===== src/rtl/regfile_multiport.sv =====
// Two-write, two-read register file with a per-register busy scoreboard and a busy count.
// Read-during-write bypass is enabled by defining REGFILE_BYPASS_EN.
module regfile_multiport #(
    parameter int unsigned DATA_W   = 32,
    parameter int unsigned ADDR_W   = 5,
    parameter int unsigned ZERO_REG = 1
) (
    input  logic              clk,
    input  logic              reset,
    input  logic [ADDR_W-1:0] ra0,
    input  logic [ADDR_W-1:0] ra1,
    output logic [DATA_W-1:0] rd0,
    output logic [DATA_W-1:0] rd1,
    output logic              rb0,
    output logic              rb1,
    input  logic              we0,
    input  logic              we1,
    input  logic [ADDR_W-1:0] wa0,
    input  logic [ADDR_W-1:0] wa1,
    input  logic [DATA_W-1:0] wd0,
    input  logic [DATA_W-1:0] wd1,
    input  logic              rsv_en,
    input  logic [ADDR_W-1:0] rsv_addr,
    output logic [ADDR_W:0]   busy_cnt
);

    localparam int unsigned DEPTH = 1 << ADDR_W;
    localparam int unsigned CNT_W = ADDR_W + 1;

    logic [DATA_W-1:0] mem_q [DEPTH];
    logic [DATA_W-1:0] mem_d [DEPTH];
    logic [DEPTH-1:0]  busy_q, busy_d;
    logic [DATA_W-1:0] rd0_q, rd0_d, rd1_q, rd1_d;
    logic              rb0_q, rb0_d, rb1_q, rb1_d;
    logic [CNT_W-1:0]  busy_cnt_q, busy_cnt_d;
    logic              wr0_ok_c, wr1_ok_c, rsv_ok_c;

    // Next-state: writes (port 1 last so it wins), then reserve (wins over clear).
    always_comb begin
        wr0_ok_c = we0 && !((ZERO_REG != 0) && (wa0 == '0));
        wr1_ok_c = we1 && !((ZERO_REG != 0) && (wa1 == '0));
        rsv_ok_c = rsv_en && !((ZERO_REG != 0) && (rsv_addr == '0));
        mem_d    = mem_q;
        busy_d   = busy_q;
        if (wr0_ok_c) begin
            mem_d[wa0]  = wd0;
            busy_d[wa0] = 1'b0;
        end
        if (wr1_ok_c) begin
            mem_d[wa1]  = wd1;
            busy_d[wa1] = 1'b0;
        end
        if (rsv_ok_c) begin
            busy_d[rsv_addr] = 1'b1;
        end

        busy_cnt_d = '0;
        for (int unsigned i = 0; i < DEPTH; i++) begin
            busy_cnt_d = busy_cnt_d + CNT_W'(busy_d[i]);
        end

`ifdef REGFILE_BYPASS_EN
        rd0_d = mem_d[ra0];
        rd1_d = mem_d[ra1];
`else
        rd0_d = mem_q[ra0];
        rd1_d = mem_q[ra1];
`endif
        rb0_d = busy_d[ra0];
        rb1_d = busy_d[ra1];
        if ((ZERO_REG != 0) && (ra0 == '0)) begin
            rd0_d = '0;
            rb0_d = 1'b0;
        end
        if ((ZERO_REG != 0) && (ra1 == '0)) begin
            rd1_d = '0;
            rb1_d = 1'b0;
        end
    end

    always_ff @(posedge clk or posedge reset) begin
        if (reset) begin
            mem_q      <= '{default: '0};
            busy_q     <= '0;
            rd0_q      <= '0;
            rd1_q      <= '0;
            rb0_q      <= 1'b0;
            rb1_q      <= 1'b0;
            busy_cnt_q <= '0;
        end else begin
            mem_q      <= mem_d;
            busy_q     <= busy_d;
            rd0_q      <= rd0_d;
            rd1_q      <= rd1_d;
            rb0_q      <= rb0_d;
            rb1_q      <= rb1_d;
            busy_cnt_q <= busy_cnt_d;
        end
    end

    assign rd0      = rd0_q;
    assign rd1      = rd1_q;
    assign rb0      = rb0_q;
    assign rb1      = rb1_q;
    assign busy_cnt = busy_cnt_q;

endmodule

===== config.mk =====
export PLATFORM = sky130hd
export DESIGN_NAME = regfile_multiport
export DESIGN_NICKNAME = d
export VERILOG_FILES = /design/src/rtl/regfile_multiport.sv
export SDC_FILE = /design/constraint.sdc
export NUM_CORES = 2
export LEC_CHECK = 0
export ABC_AREA = 1
export BUFFER_PORTS_ARGS = -buffer_cell sky130_fd_sc_hd__buf_2
export CAP_MARGIN = 25
export CELL_PAD_IN_SITES_DETAIL_PLACEMENT = 1
export CELL_PAD_IN_SITES_GLOBAL_PLACEMENT = 1
export CORE_MARGIN = 2
export CORE_UTILIZATION = 45
export CTS_CLUSTER_DIAMETER = 80
export DETAILED_ROUTE_END_ITERATION = 12
export PLACE_DENSITY = 0.75
export SLEW_MARGIN = 20
export SYNTH_ARGS = -nofsm -noshare
export SYNTH_HDL_FRONTEND = slang
export SYNTH_SLANG_ARGS = --single-unit

===== constraint.sdc =====
create_clock -name clk -period 54.1 [get_ports clk]
set_input_delay 10.82 -clock clk [delete_from_list [all_inputs] [get_ports clk]]
set_output_delay 10.82 -clock clk [all_outputs]
set_load 0.01 [all_outputs]

==> impl_metrics.ini <==
[clock_network]
clockBufferDepth = 3
clk_latency_ns = 0.83
cts.repair.resized = 0
clkTransAtPathRegs_ns = 0.06
cts_tree = yes
cts-root-buf = clkbuf_16
htree_levels = 4
cts_hold_buf = 0
cts_made_buffers = 139
cts_sinks = 1128
cts_setup_buffers = 0

[yosys]
synth.distinct_cells = 39
synth_largest_area_cell = dfrtp_1
synth_area_sq_um = 68100
synth_nets = 9425
synth-seq-cells = 1128
synth_adder_area_share_pct = 0.835
ys_top_cells_by_count = 2075 x o21ai_0, 1321 x nor2_1, 1128 x dfrtp_1
yosysMostFrequentCell = o21ai_0
synthArstFlopShare_pct = 100
yosys.area_share.simple_pct = 13.2
ys_warn_count = 0
synth_xor_area_share_pct = 0.0386
synth-edff-count = 0
synth_compound_area_share_pct = 35.2
syn_inst = 9300
synthTopCellsByArea = dfrtp_1 41%, o21ai_0 15%, nor2_1 7.3%, a21oi_1 6.9%, clkbuf_1 4.6%
synth_flop_cell = dfrtp_1
synth_top_family_by_area = compound AO/OA/AOI/OAI gates
synth.yosys.seq_area_share_pct = 41.5
synth_top_area_share_pct = 41.5
muxShareOfSynthArea_pct = 0
avgSynthCellArea_sq_um = 7.32

[global_route]
grtUsageTotal_pct = 50.0
grt_max_degree = 174
grt_pass1_vias = 78500
grt_pass1_wl_mm = 559
antenna_found_initial = 47
grt_overflow = 0

[cells_and_area]
nets = 8935
layout-drive-gt1-share_pct = 8.01
utilization_pct = 49.7
finalInstanceArea_sq_um = 74500
area_growth_pct = 9.45

[sta]
slew_headroom_pct = 8.96
worst_slew_pin_slew_ns = 1.37
fin_skew_ns = 0.0303
fmax_mhz = 58.1
tns_ns = 0
finalSetupViolations = 0
grt_setup_unrepaired = no
hold_viol = 0
finalMaxSlewViolations = 0
fin_crit_ns = 17.22
timing.final.ws_setup_ns = 36.88
fin_crit_sh_pct = 31.8

[pwr]
p_per_area_nw_per_um2 = 42.3
irDropWorstVdd_v = 0.000194
p_leak_nw = 32.0

[drt]
vias = 79200
avgViaCountPerCell = 7.22
routedWlPerCell_um = 35.7
route.detailed.drc = 0
wirelength_mm = 391
drtAntennaViolNets = 0
first_pass_iters = 7
drt_iter0_drc = 11000

[place]
dpl_worst_slack_ns = 36.24
numPortBuffers = 165
placed_area_sq_um = 69600
hpwl_mm = 229
gp_congestion = 0.981

[worst_setup_path]
cp_data_arrival_time_ns = 17.94
cpMaxStageDelayCell = nand2_4
crit_top_cell = fa_1
worstPathMaxFanout = 65
crit_chain = buf_2 > inv_1 > nor2_4 > buf_4 > nand2_4 > nand3_1 > nand2_1 > fa_1 > inv_1 > fa_1 > inv_1 > fa_1 > fa_1 > fa_1 > fa_1 > ha_1 > fa_1 > a21oi_1 > nor2_1 > nor2_1 > xnor2_1
required_ns = 54.83
cp-start-kind = input pin
max_stage_delay_ns = 0.72
critPathKind = input pin to flop
end_kind = flop

[outcome]
status = finished, final reports clean

[die]
dieArea_sq_um = 154000
rows = 142
io_pins = 166
fp.dieW_um = 393
start_util_pct = 45.4
core_sq_um = 150000
die_h_um = 393

[job]
max_cap_violations = 0

[worst_hold_path]
min-delay-path-class = flop to flop
==> report_power, final <==
part           total (W)  internal [W]  switching [W]  leakage (nW)
Combinational   0.000943      0.000341       0.000602          16.2
Sequential       0.00123       0.00107       0.000161          13.5
Clock           0.000979      0.000569       0.000410          2.29
Total            0.00315       0.00198        0.00117          32.0
==> routing by layer <==
metal | up-vias | wire length [um] | GRT usage (%)
met3 | 1847 | 53300 | 16.4
met2 | 6404 | 159000 | 70.0
met1 | 39100 | 140000 | 61.8
li1 | 31800 | - | -
met5 | - | 260 | 0
met4 | 40 | 39200 | 42.5
==> critical path, delay by kind of cell <==
family / cells / cell delay, ns
AND/OR/NAND/NOR: 6 / 1.53
AO/OA/AOI/OAI: 1 / 0.19
XOR/XNOR: 1 / 0.13
buffers and inverters: 5 / 1.45
adder cells (fa/ha/maj): 8 / 3.78
==> path summary, 6_finish.rpt <==
| path | startpoint | endpoint | slack, ns | cells after the start |
|---|---|---|---|---|
| max in group asynchronous | reset | mem_q[834] | 39.81 | 6 |
| worst max-delay path | we0 | busy_cnt[4] | 36.88 | 21 |
| worst max register to register | busy_q[15] | busy_cnt[4] | 48.85 | 18 |
| min in group asynchronous | reset | mem_q[440] | 10.13 | 2 |
| worst min register to register | mem_q[1004] | mem_q[1004] | 0.41 | 0 |
| worst min-delay path | mem_q[1004] | mem_q[1004] | 0.41 | 0 |
==> cells by family (layout without fill, tap and decap cells) <==
group	after synthesis	after routing
DFF	1128	1128
adders and majority gates	31	31
other	0	30
xor gates and xnor gates	3	3
buffers and inverters	1642	1258
and+or+nand+nor	2231	2231
AOI/OAI and AO/OA	4265	4265
==> cells in the final DEF (no fill, tap or decap), drive strengths merged, types with 10 or more instances in the layout <==
master and count:
nand3 348, buf 387, diode 30, inv 609, a21oi 938, o22ai 487
a221oi 54, clkbuf 207, nand4 11, clkinv 47, nor3 10, nor2 1338
fa 24, a31oi 143, o221ai 166, dfrtp 1128, o211ai 317, nand2 521
a211oi 55, a22oi 11, o21ai 2091
==> state kept, by name (all words and copies together), names as in the netlist <==
name and flops:
mem_q 1024, busy_q 32, rd0 32, rd1 32
busy_cnt 6, rb0 1, rb1 1
==> stage by stage <==
stage | total power (W) | hold slack, ns | std cells
2_1_floorplan | 0.00182 | 0.452 | 9300
3_3_place_gp | 0.00209 | 0.387 | 10700
3_5_place_dp | 0.00214 | 0.392 | 10700
4_1_cts | 0.00311 | 0.406 | 10900
5_1_grt | 0.00331 | 0.415 | 10900
6_report | 0.00315 | 0.406 | 11000
==> layout make-up <==
cell class | instances | area (sq um)
clock inverters | 42 | 448
diodes | 30 | 75.1
flip-flops and latches | 1128 | 28200
clock buffers | 205 | 4150
inverters | 622 | 2390
repair buffers | 389 | 2970
fillers | 18600 | 75500
multi-input cells | 6530 | 33700
well taps | 2016 | 2520
No activity file was read; power rests on OpenSTA's default activity.
